===== config.mk =====
export PLATFORM = sky130hd
export DESIGN_NAME = cpu_fetch_align
export DESIGN_NICKNAME = d
export VERILOG_FILES = /design/src/rtl/cpu_fetch_align.sv
export SDC_FILE = /design/constraint.sdc
export NUM_CORES = 1
export LEC_CHECK = 0
export ABC_AREA = 1
export CORE_AREA = 8 8 181 183
export CTS_CLUSTER_SIZE = 10
export DETAILED_ROUTE_END_ITERATION = 16
export DIE_AREA = 0 0 189 191
export DONT_BUFFER_PORTS = 1
export PLACE_DENSITY_LB_ADDON = 0.2
export SLEW_MARGIN = 30
export SYNTH_ARGS = -nofsm -noshare
export SYNTH_HDL_FRONTEND = slang
export SYNTH_SLANG_ARGS = --single-unit

===== constraint.sdc =====
create_clock -name clk_i -period 13.2 [get_ports clk_i]
set_input_delay 1.32 -clock clk_i [delete_from_list [all_inputs] [get_ports clk_i]]
set_output_delay 1.32 -clock clk_i [all_outputs]
set_load 0.05 [all_outputs]

===== src/rtl/cpu_fetch_align.sv =====
`timescale 1ns/1ps
`default_nettype none
// ============================================================================
//  Module   : cpu_fetch_align
//  Purpose  : Instruction fetch and alignment stage for the moxie decoder.
//             Fetches 32-bit words from instruction memory and buffers their
//             halfwords in a small circular queue. Presents one complete
//             instruction per cycle to decode: a 2-byte short form or a
//             6-byte long form whose trailing 32 bits form the operand.
//  Ports    : clk_i        - clock, rising edge
//             rst_i        - asynchronous reset, active low
//             stall_i      - decode stall, output register holds
//             flush_i      - redirect to target_i, discard buffered data
//             target_i     - redirect byte address (bit 0 ignored)
//             imem_req_o   - fetch request, held until imem_ack_i
//             imem_adr_o   - word address of the outstanding fetch
//             imem_data_i  - fetched word, big-endian halfword order
//             imem_ack_i   - one-cycle data-valid strobe
//             opcode_o     - first halfword of the presented instruction
//             operand_o    - long-form operand, zero for short form
//             valid_o      - output register holds a real instruction
//             PC_o         - byte address of opcode_o
//  Revision : 1.0 - initial release
// ============================================================================
module cpu_fetch_align #(
    parameter logic [31:0] RESET_PC = 32'h0000_1000,
    parameter int          QDEPTH   = 8
) (
    input  logic        clk_i,
    input  logic        rst_i,
    input  logic        stall_i,
    input  logic        flush_i,
    input  logic [31:0] target_i,
    output logic        imem_req_o,
    output logic [31:0] imem_adr_o,
    input  logic [31:0] imem_data_i,
    input  logic        imem_ack_i,
    output logic [15:0] opcode_o,
    output logic [31:0] operand_o,
    output logic        valid_o,
    output logic [31:0] PC_o
);

    localparam int              c_PW        = $clog2(QDEPTH);
    localparam int              c_CW        = c_PW + 1;
    localparam logic [c_PW-1:0] c_ONE       = c_PW'(1);
    localparam logic [c_PW-1:0] c_TWO       = c_PW'(2);
    localparam logic [c_CW-1:0] c_REQ_LIMIT = c_CW'(QDEPTH - 2);
    localparam logic [c_CW-1:0] c_LONG_MIN  = c_CW'(3);

    // Halfword queue and its bookkeeping
    logic [15:0]     r_q [QDEPTH];
    logic [c_PW-1:0] r_rd_ptr;
    logic [c_PW-1:0] r_wr_ptr;
    logic [c_CW-1:0] r_count;

    // Fetch control
    logic [31:0] r_head_pc;
    logic [29:0] r_fetch_wd;    // word index of the next word to request
    logic        r_drop;        // the outstanding request belongs to a stale stream
    logic        r_skip;        // next accepted word starts at its lower halfword
    logic        r_req;
    logic [31:0] r_adr;

    // Output register
    logic        r_valid;
    logic [15:0] r_opcode;
    logic [31:0] r_operand;
    logic [31:0] r_pc;

    logic [15:0]     w_hw0;
    logic [15:0]     w_hw1;
    logic [15:0]     w_hw2;
    logic            w_long;
    logic            w_accept_ack;
    logic [1:0]      w_push_n;
    logic [1:0]      w_pop_n;
    logic [c_CW-1:0] w_count_next;
    logic            w_req_keep;
    logic [29:0]     w_next_wd;
    logic            w_unused_tgt_lsb;

    assign w_hw0 = r_q[r_rd_ptr];
    assign w_hw1 = r_q[r_rd_ptr + c_ONE];
    assign w_hw2 = r_q[r_rd_ptr + c_TWO];

    // Long-form opcodes are recognised from the first (most significant) byte
    always_comb begin
        w_long = 1'b0;
        if (!w_hw0[15]) begin
            case (w_hw0[15:8])
                8'h01, 8'h03, 8'h08, 8'h09, 8'h0C, 8'h0D, 8'h1A, 8'h1B,
                8'h1D, 8'h1F, 8'h20, 8'h22, 8'h24, 8'h36, 8'h37, 8'h38,
                8'h39:   w_long = 1'b1;
                default: w_long = 1'b0;
            endcase
        end
    end

    // Ack data is only used when it belongs to the current stream
    assign w_accept_ack = imem_ack_i & r_req & ~r_drop & ~flush_i & rst_i;

    always_comb begin
        w_push_n = 2'd0;
        if (w_accept_ack) begin
            w_push_n = r_skip ? 2'd1 : 2'd2;
        end
    end

    // A long instruction leaves only as a whole, so it waits for all three halfwords
    always_comb begin
        w_pop_n = 2'd0;
        if (!flush_i && !stall_i) begin
            if (!w_long && (r_count != '0)) begin
                w_pop_n = 2'd1;
            end else if (w_long && (r_count >= c_LONG_MIN)) begin
                w_pop_n = 2'd3;
            end
        end
    end

    // A request is only in flight while two free slots are guaranteed, so this never overflows
    assign w_count_next = r_count + c_CW'(w_push_n) - c_CW'(w_pop_n);
    assign w_req_keep   = (w_count_next <= c_REQ_LIMIT);
    assign w_next_wd    = r_fetch_wd + 30'd1;

    assign w_unused_tgt_lsb = target_i[0];

    // Queue storage needs no reset: only entries covered by r_count are ever consumed
    always_ff @(posedge clk_i) begin
        if (w_accept_ack) begin
            if (r_skip) begin
                r_q[r_wr_ptr] <= imem_data_i[15:0];
            end else begin
                r_q[r_wr_ptr]         <= imem_data_i[31:16];
                r_q[r_wr_ptr + c_ONE] <= imem_data_i[15:0];
            end
        end
    end

    always_ff @(posedge clk_i or negedge rst_i) begin
        if (!rst_i) begin
            r_rd_ptr   <= '0;
            r_wr_ptr   <= '0;
            r_count    <= '0;
            r_head_pc  <= RESET_PC;
            r_fetch_wd <= RESET_PC[31:2];
            r_drop     <= 1'b0;
            r_skip     <= RESET_PC[1];
            r_req      <= 1'b0;
            r_adr      <= 32'h0;
            r_valid    <= 1'b0;
            r_opcode   <= 16'h0;
            r_operand  <= 32'h0;
            r_pc       <= 32'h0;
        end else if (flush_i) begin
            r_valid    <= 1'b0;
            r_rd_ptr   <= '0;
            r_wr_ptr   <= '0;
            r_count    <= '0;
            r_head_pc  <= {target_i[31:1], 1'b0};
            r_skip     <= target_i[1];
            r_fetch_wd <= target_i[31:2];
            if (!r_req || imem_ack_i) begin
                // Nothing left in flight: restart cleanly from the target next cycle
                r_req  <= 1'b0;
                r_drop <= 1'b0;
            end else begin
                // The bus request cannot be withdrawn; mark its data for discard
                r_drop <= 1'b1;
            end
        end else begin
            // Request side
            if (r_req) begin
                if (imem_ack_i) begin
                    if (r_drop) begin
                        r_drop <= 1'b0;
                        r_req  <= 1'b0;
                    end else begin
                        r_fetch_wd <= w_next_wd;
                        r_skip     <= 1'b0;
                        r_req      <= w_req_keep;
                        if (w_req_keep) begin
                            r_adr <= {w_next_wd, 2'b00};
                        end
                    end
                end
            end else if (r_count <= c_REQ_LIMIT) begin
                r_req <= 1'b1;
                r_adr <= {r_fetch_wd, 2'b00};
            end

            // Queue side
            r_wr_ptr <= r_wr_ptr + c_PW'(w_push_n);
            r_rd_ptr <= r_rd_ptr + c_PW'(w_pop_n);
            r_count  <= w_count_next;

            // Output side
            if (!stall_i) begin
                if (w_pop_n != 2'd0) begin
                    r_valid   <= 1'b1;
                    r_opcode  <= w_hw0;
                    r_operand <= w_long ? {w_hw1, w_hw2} : 32'h0;
                    r_pc      <= r_head_pc;
                    r_head_pc <= r_head_pc + (w_long ? 32'd6 : 32'd2);
                end else begin
                    r_valid <= 1'b0;
                end
            end
        end
    end

    assign imem_req_o = r_req;
    assign imem_adr_o = r_adr;
    assign valid_o    = r_valid;
    assign opcode_o   = r_opcode;
    assign operand_o  = r_operand;
    assign PC_o       = r_pc;

endmodule
`default_nettype wire

* Word-level counts from Yosys, hierarchy flattened
Memory sizes are Yosys's and may differ from the RTL's. Cells that the tools add are included.
Word-level totals: memories kept 2, RAM bits 128, bits in registers 188, ROM bits 64, input bits 69, word-level logic and storage cells 109, output and inout bits 114
Cells by class: bitwise operators 8, equal/unequal tests 6, reductions and logical operators 20, add/sub/neg operators 9, multiplexer cells 48, magnitude comparators 3
Memories:
- r_q | depth 8, bits a word 16, rd ports 3, clocked after memory_dff 0, wr ports 2, RTL line 52 | logic [15:0] r_q [QDEPTH];
- (name not given) | depth 64, bits a word 1, rd ports 1, clocked after memory_dff 0, wr ports 0, RTL line 91 | case (w_hw0[15:8])
Operators by type and width (count):
- $mux 32 | 9
- $mux 30 | 4
- $add 32x3->32 | 1
- $add 30x1->30 const B | 1
- $mux 1 | 25
- $mux 16 | 1
- $mux 2 | 5
- $reduce_bool 2->1 | 5
- $mux 3 | 3
- $le 4x3->1 const B | 2
- $add 3x1->3 const B | 2
- $add 3x2->3 | 2
- $ne 2x1->1 const B | 3
- $ne 2x2->1 const B | 3
- $reduce_and 3->1 | 2
- $reduce_and 5->1 | 1
- $add 4x2->4 | 1
- $and 1x1->1 | 4
- $ge 4x2->1 const B | 1
- $logic_not 1->1 | 4
- $mux 4 | 1
- $reduce_and 2->1 | 2
- $reduce_bool 4->1 | 1
- $sub 4x2->4 | 1
- other kinds (6) | 10

* Depth between registers and ports, before layout
Gate-level depths: netlist (run 1). An unclocked memory read counts as a cell.
word-level depth 14, mapped depth 30, gate-level depth less buffers 26

* Worst setup path after synthesis (run 1)
Ideal clock, no wire load.
kind input -> register, start point input imem_ack_i, end point register r_adr[10] (netlist: imem_adr_o[10]), arrival time 4607 ps, path slack 8462 ps, library setup time 131 ps, buffers on the path 3, required time 13069 ps, stages 19, path through nand2_1 -> nor2_1 -> inv_1 -> nor2_4 -> nand2_1 -> nor2_2 -> clkbuf_1 -> fa_1 -> fa_1 -> xnor2_1 -> inv_1 -> a31oi_1 -> nand2_1 -> a21oi_1 -> nand2_1 -> clkbuf_1 -> clkbuf_1 -> nand2_1 -> o21ai_0
Between the ends: word-level cells in the longest chain between the ends 10, elaborated cells on any way between the ends 11, classes of those cells add/sub (2); order compare (1); eq/ne (2); mux (1); bitwise (4); reduce/logical (1)
RTL lines:
- start: declaration | RTL line 37 | input logic imem_ack_i,
- $and 1x1->1 (4 in series) | RTL line 101 | assign w_accept_ack = imem_ack_i & r_req & ~r_drop & ~flush_i & rst_i;
- $mux 2 | RTL line 105 | if (w_accept_ack) begin
- $add 4x2->4 | RTL line 123 | assign w_count_next = r_count + c_CW'(w_push_n) - c_CW'(w_pop_n);
- $sub 4x2->4 | RTL line 123
- $le 4x3->1 | RTL line 124 | assign w_req_keep = (w_count_next <= c_REQ_LIMIT);
- $ne 2x1->1 (no source line)
- $reduce_and 5->1 (no source line) (*)
- end signal: assignment | RTL line 184 | r_adr <= {w_next_wd, 2'b00};
- end signal: assignment | RTL line 190 | r_adr <= {r_fetch_wd, 2'b00};
- end: declaration | RTL line 63 | logic [31:0] r_adr;
Every way passes the cells marked *; elsewhere a longest branch is shown, timed or not. A chain may end at the register's enable or synchronous reset.

* Worst setup path after layout (run 1)
start point register r_rd_ptr[0], end point register r_adr[28] (netlist: imem_adr_o[28])
Between the ends: word-level cells in the longest chain between the ends 12, elaborated cells on any way between the ends 15, classes of those cells add/sub (1); order compare (1); eq/ne (1); mux (5); reduce/logical (5); memory (2)
RTL lines:
- start: declaration | RTL line 53 | logic [c_PW-1:0] r_rd_ptr;
- start signal: assignment | RTL line 195 | r_rd_ptr <= r_rd_ptr + c_PW'(w_pop_n);
- $mem_v2 8x16 (*)
- $mem_v2 64x1 or $logic_not 2->1 (tied branches)
- $mux 1 | RTL line 91
- $mux 1 (*) | RTL line 90 | if (!w_hw0[15]) begin
- $logic_and 1x1->1 or $logic_not 1->1 (tied branches) | RTL line 116, 114
- $mux 2 or $logic_and 1x1->1 (tied branches) | RTL line 116, 114
- $mux 2 (*) | RTL line 114 | if (!w_long && (r_count != '0)) begin
- $mux 2 (*) | RTL line 113 | if (!flush_i && !stall_i) begin
- $sub 4x2->4 (*) | RTL line 123
- $le 4x3->1 (*) | RTL line 124
- $ne 2x1->1 (no source line) (*)
- $reduce_and 5->1 (no source line) (*)
Marks and branches as above.

==> results.md, run 1 <==
* Comb pwr share at a little over a quarter
* Number of setup buffers added after CTS at 0
* Pin count of the biggest net entering global routing at 186
* PwrDens at 210.3 nW/µm²
* Inserted Clock Buffers at 38
* CP required at between 10 and 15 ns
* Sequential-to-total area share from yosys stat at between 40% and 50%
* Leakage power at between 8 and 9 nW
* Status: completed
* Sw Ratio at 47.16%
* Clk buf depth at 3
* Fin. Hold Viols at 0
* Crit path kind: register to register
* Vias in the first global route at about 15,000
* RSZ-0062 raised after global routing: false
* Fillers at roughly 2,600
* Worst path slowest cell: dfrtp_4
* Syn Inst Count at ~2,300
* Clock latency at the later pin of the worst-skew pair at roughly 0.53 ns
* DP Wirelength at approximately 36 mm
* Mapped Area at between 15,000 and 20,000 µm²
* Max Clk Rate at about 150 MHz
* Clock sink count at between 300 and 400
* Most common cell after layout, fill and taps aside: nand2_1
* Avg WL per Cell at 20.31 µm
* Worst path most repeated cell: nand2_1
* CTS resizes at 0
* CTS Root Cell: clkbuf_16
* Relative slew margins at about two fifths
* CP Buf/Inv Count at 4
* Vias after detailed routing at 16,000
* Initial Util at around three fifths
* Post-route ant nets at 0
* Top delay family on crit path: simple AND/OR/NAND/NOR gates
* Clock power share at 23.6%
* GPL Wtd Cong at between 0.9 and 1
* Nets at between 2,000 and 2,500
* Global-route wire length before repair at between 80 and 90 mm
* Initial antenna violation count at 1
* Most Crowded Layer GR: met2
* Synth-to-Final Area Change at 6.778%
* Tcrit/Tclk final at about half
* Die height at between 150 and 200 µm
* Setup crit end kind: register
* All-Layer GR Usage at between 20 and 30%
* Commonest cells after routing, fill and taps aside: 875 x nand2_1, 305 x o21ai_0, 181 x dfrtp_1, 151 x inv_1, 148 x nor2_1
* Dpl ws at ~6.6 ns
* P_int at roughly 2.1 mW
* Vias per cell at ~6
* Final setup fails at 0
* GR Overflow Total at 0
* Htree depth at 2
* Clk slew on worst S/H paths at 0.06 ns
* Pins over their slew limit at 0
* Synth cell types at between 40 and 50
* DRT Pass-1 Iters at 7
* DIE AREA at 36,100 µm²
* Post-CTS Hold Buffers at 0
* Reg power frac at between 50% and 60%
* Crit Path Max Fanout at slightly below 100
* Total of max-cap violations at 0
* Setup crit start kind: register
* # rows at 64
* GR met1 Demand/Resource at ~37%
* Syn_area_per_cell at 7.623 µm²
* Worst VDD drop at approximately 120 µV
* Hold WS at roughly 0.5 ns
* Met3 usage in global routing at approximately 6.4%
* Die Wd at ~190 µm
* Number of synthesis warnings at 0
* DR DRC count at 0
* Port bufs at 0
* Critical path arrival at slightly above 7 ns
* # diodes at 0
* # IOs at 183
* Iteration-0 DRC Markers at 1,896
* Met2 Use GR at between 40% and 50%
* Hold WC Path Type: primary input to asynchronous set/reset pin
* Worst Slack Setup Final at roughly 6.5 ns
* Core ar. at between 30,000 and 40,000 µm²
* CTS tree: done
* Post-Route Utilization at 63.08%
* Slowest Stage Delay on Critical Path at ~0.96 ns
* Worst Clk Skew at about 0.027 ns
* Layout cells sized above 1 at between 4 and 5%
* Flops & latches, synth at roughly 310
* Min Clock Period, post-route at between 6 and 7 ns
* Sw Pwr at 1.879 mW
* Worst-margin pin slew at 0.8781 ns
* Setup_tns at 0 ns
* Final wirelength at roughly 54 mm
[through the flow]
stage,instances,power (mW),cell area (µm²)
global placement,2613,3.004,17840
global route,2678,4.200,18940
detailed placement,2613,3.044,17850
CTS,2678,3.983,18940
finish,2678,3.984,18940
floorplan,2329,2.740,17750
[final cells by class]
class / count / area [µm²] / area share, %
tap: 396 / 495.5 / 2.616
clock inverter: 3 / 22.52 / 0.1189
timing repair buffer: 25 / 187.7 / 0.9908
clock buffer: 62 / 1072 / 5.661
sequential: 312 / 8454 / 44.63
multi-input combinational: 1717 / 8093 / 42.72
inverter: 163 / 616.8 / 3.256
[final timing paths]
kind,endpoint,cells past startpoint,from,slack [ns]
max,imem_adr_o[28],25,r_rd_ptr[0],6.46
min,PC_o[1],0,rst_i,0.51
max reg2reg,imem_adr_o[28],25,r_rd_ptr[0],6.46
min reg2reg,PC_o[3],2,r_head_pc[3],0.51
max in group asynchronous,r_fetch_wd[10],0,rst_i,12.38
min in group clk_i,PC_o[3],2,r_head_pc[3],0.51
[worst reg2reg max path: cells and delay by family, from the launching register on]
family          cells  cell delay, ns
compound gates      4            0.86
xor+xnor            1            0.22
fa+ha+maj           3            0.99
buf+inv             4            1.21
flops               1            0.96
simple gates       13            2.40
[metal layers]
metal	part of all wire [%]	vias to the layer above
li1	-	7550
met1	39	7456
met2	46	850
met3	11	145
met4	4.1	2
met5	0.020	-
[flip-flops by register name, summed over array words and instances, names as in the netlist]
signal      flops
PC_o           31
imem_adr_o     30
imem_req_o      1
opcode_o       16
operand_o      32
r_count         4
r_drop          1
r_fetch_wd     30
r_head_pc      31
r_q           128
r_rd_ptr        3
r_skip          1
r_wr_ptr        3
valid_o         1
[Yosys cell counts (all sizes together)]
master	number	share of area (%)
dfrtp	182	26
o22ai	29	1.0
xor2	38	1.9
clkinv	4	0.085
nor2	153	3.4
fa	5	0.56
xnor2	9	0.44
o21ai	329	9.3
nor4	7	0.25
inv	159	3.4
o41ai	2	0.099
clkbuf	91	1.9
or2	5	0.18
a21oi	46	1.3
and3	1	0.035
a22oi	1	0.042
a31oi	10	0.35
nand4	50	1.8
nand3	57	1.7
dfstp	2	0.30
ha	13	0.92
nand2	881	19
nor3	24	0.71
o211ai	23	0.97
conb	1	0.021
a32o	3	0.17
o221ai	12	0.59
buf	46	1.6
a21boi	1	0.042
o2111ai	4	0.20
edfxtp	128	22
mux2i	5	0.28
a221oi	6	0.30
[logic make-up (layout without fill, tap and decap cells)]
logic type / count (synthesis) / count (layout) / synth area share [%]
and+or+nand+nor: 1178 / 1178 / 26.87
xor gates and xnor gates: 47 / 47 / 2.321
DFF: 312 / 312 / 47.64
buffers and inverters: 300 / 253 / 7.025
other: 1 / 3 / 0.02114
muxes: 5 / 5 / 0.2821
adders and majority gates: 18 / 18 / 1.481
AOI/OAI and AO/OA: 466 / 466 / 14.37
[power groups by stage]
stage | clock, mW | combinational (mW) | sequential, mW
after global placement | 0 | 0.992 | 2.01
after CTS | 0.951 | 1.03 | 2.00
after global routing | 0.990 | 1.18 | 2.03
after detailed placement | 0 | 1.02 | 2.02
final | 0.942 | 1.04 | 2.00
after floorplan | 0 | 0.833 | 1.91
No activity file was read; power rests on OpenSTA's default activity.
==> run 2, diff against run 1 <==
--- a/config.mk
+++ b/config.mk
@@ -6,10 +6,10 @@
 export NUM_CORES = 1
 export LEC_CHECK = 0
 export ABC_AREA = 1
-export CORE_AREA = 8 8 181 183
+export CORE_AREA = 8 8 184 186
 export CTS_CLUSTER_SIZE = 10
 export DETAILED_ROUTE_END_ITERATION = 16
-export DIE_AREA = 0 0 189 191
+export DIE_AREA = 0 0 192 194
 export DONT_BUFFER_PORTS = 1
 export PLACE_DENSITY_LB_ADDON = 0.2
 export SLEW_MARGIN = 30
==> constraint.sdc (replaced) <==
create_clock -name clk_i -period 5.6 [get_ports clk_i]
set_input_delay 0.56 -clock clk_i [delete_from_list [all_inputs] [get_ports clk_i]]
set_output_delay 0.56 -clock clk_i [all_outputs]
set_load 0.05 [all_outputs]
==> run 2 against run 1 <==
Compared with the run above: flip-flop and latch count stayed put; non-clock buffer count is 2 higher; maximum frequency is 32% higher; sequential share of layout area is 0.28 points lower; final cell count is 0.22% higher; via count is 2.7% lower; critical path type unchanged; critical endpoint is now imem_adr_o[24]; largest cell class unchanged.
==> results.md, run 2 (synthesis results as in run 1) <==
* Setup crit start kind: register
* Post-CTS Hold Buffers at 1 (+1)
* Critical path arrival at 5.56 ns (-1.62 ns)
* CTS resizes at 0 (unchanged)
* Vias per cell at 5.800 (-2.9%)
* Max Clk Rate at 195.7 MHz (+32%)
* Final setup fails at 0 (unchanged)
* PwrDens at 496.4 nW/µm² (+140%)
* # IOs at 183 (unchanged)
* Top delay family on crit path: simple AND/OR/NAND/NOR gates
* GPL Wtd Cong at 0.9511 (-1.8%)
* Final wirelength at 52.46 mm (-3.6%)
* Inserted Clock Buffers at 38 (unchanged)
* Avg WL per Cell at 19.54 µm (-3.8%)
* DP Wirelength at 36.79 mm (+1.7%)
* # diodes at 0 (unchanged)
* GR Overflow Total at 0 (unchanged)
* Most common cell after layout, fill and taps aside: nand2_1
* Worst VDD drop at 233.3 µV (+98%)
* CTS tree: done
* Clock latency at the later pin of the worst-skew pair at 0.52 ns (about the same)
* CP required at 6.05 ns (-7.60 ns)
* Status: completed
* Pin count of the biggest net entering global routing at 185 (-0.54%)
* Crit path cell chain: inv_2, nand2_1, nand3_1, nand2_1, nor2_1, nand3_1, nor2_1, nor2_1, nand2_2, nand4_4, fa_1, fa_1, xnor2_1, inv_1, a31oi_1, nand2_1, a21oi_1, nand2_1, inv_1, o211ai_1, nand2_1
* Placed inst area at 17,860 µm² (about the same)
* Leakage power at 8.714 nW (+0.43%)
* Sw Ratio at 46.47% (-0.68 points)
* Sw Pwr at 4.397 mW (+130%)
* Comb pwr share at 26.2% (about the same)
* Post-Route Utilization at 61.35% (-1.7 points)
* Total of max-cap violations at 0 (unchanged)
* Layout cells sized above 1 at 4.733% (unchanged)
* Fin. Hold Viols at 0 (unchanged)
* Relative slew margins at 38.17% (-3.3 points)
* Setup_tns at 0 ns (unchanged)
* Worst Slack Setup Final at 0.4908 ns (-5.974 ns)
* Clk buf depth at 3 (unchanged)
* Max FFs per register at 128 (unchanged)
* Number of setup buffers added after CTS at 0 (unchanged)
* Global-route wire length before repair at 81.52 mm (-1.9%)
* DR DRC count at 0 (unchanged)
* Dpl ws at 0.5549 ns (-6.045 ns)
* Nets at 2,346 (+0.085%)
* Clk slew on worst S/H paths at 0.06 ns (about the same)
* # rows at 65 (+1.6%)
* Clock power share at 24.3% (+0.7 points)
* Tcrit/Tclk final at 91.24% (+40 points)
* Synth-to-Final Area Change at 7.448%
* Core ar. at 31,070 µm² (+3.5%)
* DIE AREA at 37,250 µm² (+3.2%)
* Slowest Stage Delay on Critical Path at 0.64 ns (-0.32 ns)
* Iteration-0 DRC Markers at 1,491 (-21%)
* Htree depth at 2 (unchanged)
* Post-route ant nets at 0 (unchanged)
* Die height at 194 µm (+1.6%)
* Worst Clk Skew at 0.02030 ns (-0.006563 ns)
* Worst path slowest cell: dfrtp_4
* Crit Path Max Fanout at 41 (-59%)
* Pins over their slew limit at 0 (unchanged)
* Port bufs at 0 (unchanged)
* CP Buf/Inv Count at 3 (-1)
* Initial Util at 57.10% (-2.0 points)
* P_int at 5.064 mW (+140%)
* Biggest register: r_q
* Crit path kind: register to register
* Final Cell Area at 19,060 µm² (+0.63%)
* Min Clock Period, post-route at 5.109 ns (-1.626 ns)
* Reg power frac at 49.5% (-0.7 points)
* Vias after detailed routing at 15,570 (-2.7%)
* Clock sink count at 312 (unchanged)
* RSZ-0062 raised after global routing: false
* Die Wd at 192 µm (+1.6%)
* Setup crit end kind: register
* All-Layer GR Usage at 27.65% (-1.6 points)
* Worst-margin pin slew at 0.9252 ns (+0.04715 ns)
* Commonest cells after routing, fill and taps aside: 873 x nand2_1, 305 x o21ai_0, 181 x dfrtp_1, 151 x inv_1, 148 x nor2_1
* Initial antenna violation count at 1 (unchanged)
* Vias in the first global route at 14,610 (-1.4%)
* Hold WC Path Type: primary input to register
* CTS Root Cell: clkbuf_16
* Worst path most repeated cell: nand2_1
* DRT Pass-1 Iters at 7 (unchanged)
run 2: path summary, 6_finish.rpt:
check | cells past startpoint | slack [ns] | endpoint | from
min in group asynchronous | 2 | 0.66 | PC_o[7] | rst_i
hold / removal | 1 | 0.12 | r_rd_ptr[1] | flush_i
max in group asynchronous | 3 | 4.12 | r_rd_ptr[0] | rst_i
hold reg to reg | 2 | 0.54 | r_head_pc[12] | r_head_pc[12]
setup / recovery | 21 | 0.49 | imem_adr_o[24] | r_rd_ptr[0]
setup reg to reg | 21 | 0.49 | imem_adr_o[24] | r_rd_ptr[0]
run 2: power groups by stage:
stage                     clock (mW)  combinational, mW  sequential (mW)
after detailed placement           0               2.43             4.73
final                           2.30               2.48             4.68
after global placement             0               2.35             4.72
after floorplan                    0               1.96             4.50
after CTS                       2.33               2.47             4.69
after global routing            2.43               2.83             4.75
run 2: cell type report:
class / count / area (µm²)
fill: 2813 / 12010
inverter: 163 / 616.8
multi-input combinational: 1717 / 8095
clock inverter: 3 / 68.82
sequential: 312 / 8454
clock buffer: 60 / 1065
timing repair buffer: 27 / 257.7
tap: 402 / 503.0
run 2: layer usage:
| metal | wire [µm] | vias up | track usage [%] | part of all wire (%) |
|---|---|---|---|---|
| li1 | - | 7541 | - | - |
| met1 | 21030 | 7242 | 35.91 | 40 |
| met2 | 24690 | 658 | 44.82 | 47 |
| met3 | 4557 | 127 | 5.306 | 8.7 |
| met4 | 2175 | 0 | 11.15 | 4.1 |
| met5 | 0 | - | 0 | 0 |
run 2: through the flow:
stage	power [mW]	hold slack, ns	instances
2_1_floorplan	6.459	0.2644	2329
3_3_place_gp	7.075	0.2694	2618
3_5_place_dp	7.165	0.2695	2618
4_1_cts	9.494	0.09105	2682
5_1_grt	10.01	0.1011	2684
6_report	9.461	0.1200	2684
==> run 3, diff against run 2 <==
--- a/config.mk
+++ b/config.mk
@@ -6,10 +6,10 @@
 export NUM_CORES = 1
 export LEC_CHECK = 0
 export ABC_AREA = 1
-export CORE_AREA = 8 8 184 186
+export CORE_AREA = 8 8 181 183
 export CTS_CLUSTER_SIZE = 10
 export DETAILED_ROUTE_END_ITERATION = 16
-export DIE_AREA = 0 0 192 194
+export DIE_AREA = 0 0 189 191
 export DONT_BUFFER_PORTS = 1
 export PLACE_DENSITY_LB_ADDON = 0.2
 export SLEW_MARGIN = 30
==> constraint.sdc (replaced) <==
create_clock -name clk_i -period 6.4 [get_ports clk_i]
set_input_delay 0.64 -clock clk_i [delete_from_list [all_inputs] [get_ports clk_i]]
set_output_delay 0.64 -clock clk_i [all_outputs]
set_load 0.05 [all_outputs]
==> run 3 against run 2 <==
Compared with the run above: non-clock buffer count rose by 3; sequential power fell by 13%; final cell count fell by 0.22%; via count rose by 1.3%; flip-flop and latch count did not move; die area fell by 3.1%; register-to-register slack improved by 0.65 ns; critical endpoint unchanged.
==> results.md, run 3 (synthesis results as in run 1) <==
* Initial antenna violation count at 0 (-1)
* Htree depth at 2 (unchanged)
* Worst path slowest cell: buf_4
* All-Layer GR Usage at 29.39% (+1.7 points)
* Crit path cell chain: buf_4, o21ai_0, o2111ai_1, nand3_2, nand4_4, nand2_4, ha_1, inv_1, ha_1, fa_1, xnor2_1, inv_1, a31oi_1, nand2_1, a21oi_1, nand2_1, inv_1, o211ai_1, nand2_1
* Clock sink count at 312 (unchanged)
* Min Clock Period, post-route at 5.258 ns (+0.1491 ns)
* Clock power share at 23.5% (-0.8 points)
* Clock latency at the later pin of the worst-skew pair at 0.53 ns (about the same)
* Hold WC Path Type: primary input to asynchronous set/reset pin
* Placed inst area at 17,850 µm² (about the same)
* CP required at 6.85 ns (+0.80 ns)
* Slowest Stage Delay on Critical Path at 0.62 ns (-0.02 ns)
* Leakage power at 8.706 nW (about the same)
* Fin. Hold Viols at 0 (unchanged)
* Sw Pwr at 3.881 mW (-12%)
* # rows at 64 (-1.5%)
* Core ar. at 30,030 µm² (-3.3%)
* GR Overflow Total at 0 (unchanged)
* DR DRC count at 0 (unchanged)
* Fillers at 2,613 (-7.1%)
* Total of max-cap violations at 0 (unchanged)
* Comb pwr share at 26.9% (+0.7 points)
* Max Clk Rate at 190.2 MHz (-2.8%)
* Initial Util at 59.08% (+2.0 points)
* Crit Path Max Fanout at 103 (+150%)
* RSZ-0062 raised after global routing: false
* Number of setup buffers added after CTS at 0 (unchanged)
* DIE AREA at 36,100 µm² (-3.1%)
* Final wirelength at 53.98 mm (+2.9%)
* Worst VDD drop at 245.9 µV (+5.4%)
* Max FFs per register at 128 (unchanged)
* Setup_tns at 0 ns (unchanged)
* Inserted Clock Buffers at 38 (unchanged)
* Iteration-0 DRC Markers at 1,930 (+29%)
* Die Wd at 189 µm (-1.6%)
* Vias in the first global route at 14,740 (+0.86%)
* Clk buf depth at 3 (unchanged)
* Synth-to-Final Area Change at 7.131%
* Post-CTS Hold Buffers at 2 (+1)
* Crit path from: r_rd_ptr[0]
* DRT Pass-1 Iters at 6 (-1)
* Post-route insts no fill at 2,678 (-0.22%)
* Commonest cells after routing, fill and taps aside: 872 x nand2_1, 305 x o21ai_0, 181 x dfrtp_1, 151 x inv_1, 148 x nor2_1
* Biggest register: r_q
* Status: completed
* Pin count of the biggest net entering global routing at 184 (-0.54%)
* Reg power frac at 49.6% (about the same)
* Vias after detailed routing at 15,770 (+1.3%)
* CTS resizes at 0 (unchanged)
* Sw Ratio at 47.16% (+0.69 points)
* Port bufs at 0 (unchanged)
* Post-route ant nets at 0 (unchanged)
* P_int at 4.348 mW (-14%)
* Global-route wire length before repair at 83.66 mm (+2.6%)
* DP Wirelength at 37.59 mm (+2.2%)
* Die height at 191 µm (-1.5%)
* Avg WL per Cell at 20.16 µm (+3.1%)
* Setup crit end kind: register
* Tcrit/Tclk final at 82.16% (-9.1 points)
* Setup crit start kind: register
* Worst-margin pin slew at 0.9569 ns (+0.03167 ns)
* Pins over their slew limit at 0 (unchanged)
* GPL Wtd Cong at 0.9450 (-0.64%)
* Critical path arrival at 5.71 ns (+0.15 ns)
* Worst Clk Skew at 0.02171 ns (+0.001411 ns)
* CTS Root Cell: clkbuf_16
* Final setup fails at 0 (unchanged)
* # IOs at 183 (unchanged)
* Final Cell Area at 19,000 µm² (-0.30%)
* CTS tree: done
* Nets at 2,349 (+0.13%)
* Most common cell after layout, fill and taps aside: nand2_1
* Worst r2r src: r_rd_ptr[0]
* Vias per cell at 5.887 (+1.5%)
* Layout cells sized above 1 at 4.779% (+0.046 points)
* Placed cell count at 2,615 (-0.11%)
* PwrDens at 433.0 nW/µm² (-13%)
* Clk slew on worst S/H paths at 0.06 ns (about the same)
* Relative slew margins at 35.81% (-2.4 points)
* Crit path kind: register to register
-- run 3: final timing paths --
check                                  to  slack [ns]  depth (start not counted)
setup / recovery           imem_adr_o[24]        1.14                         19
hold / removal                   PC_o[23]        0.02                          1
setup reg to reg           imem_adr_o[24]        1.14                         19
hold reg to reg                   PC_o[3]        0.52                          2
max in group asynchronous     r_rd_ptr[0]        5.51                          2
min in group clk_i            r_rd_ptr[0]        0.20                          1
-- run 3: stage by stage --
| step | hold slack (ns) | utilization (%) | power [mW] | setup WS (ns) |
|---|---|---|---|---|
| final | 0.02481 | 63.29 | 8.230 | 1.142 |
| after global routing | 0.04873 | 63.28 | 8.688 | 0.6514 |
| after CTS | 0.1706 | 63.15 | 8.235 | 1.167 |
| after detailed placement | 0.3500 | 59.43 | 6.285 | 1.247 |
| after global placement | 0.3506 | 59.39 | 6.210 | 1.312 |
| after floorplan | 0.3444 | - | 5.652 | 2.251 |
-- run 3: power groups by stage --
stage,sequential [mW],combinational [mW],clock [mW]
floorplan,3.93,1.72,0
global placement,4.11,2.10,0
detailed placement,4.12,2.16,0
CTS,4.09,2.20,1.94
global route,4.13,2.52,2.03
finish,4.08,2.21,1.94
-- run 3: final cells by class --
| class | instances | area, µm² | share of cell area [%] |
|---|---|---|---|
| clock buffer | 56 | 1060 | 5.576 |
| antenna | 1 | 2.502 | 0.01317 |
| multi-input combinational | 1717 | 8089 | 42.56 |
| timing repair buffer | 30 | 267.8 | 1.409 |
| inverter | 163 | 616.8 | 3.246 |
| sequential | 312 | 8454 | 44.49 |
| tap | 396 | 495.5 | 2.607 |
| clock inverter | 3 | 18.77 | 0.09876 |
-- run 3: metal layers --
layer  share of wire, %  GRT usage, %
met1                 40         39.21
met2                 46         46.96
met3                 10         5.418
met4                3.7         12.06
met5                  0             0
-- run 3: worst max-delay path: cells and delay by family (launching register included) --
| kind | cells | cell delay [ns] |
|---|---|---|
| AOI/OAI and AO/OA | 5 | 1.49 |
| buffers and inverters | 4 | 1.07 |
| and+or+nand+nor | 6 | 0.94 |
| DFF | 1 | 0.43 |
| xor gates and xnor gates | 1 | 0.22 |
| adders and majority gates | 3 | 0.97 |
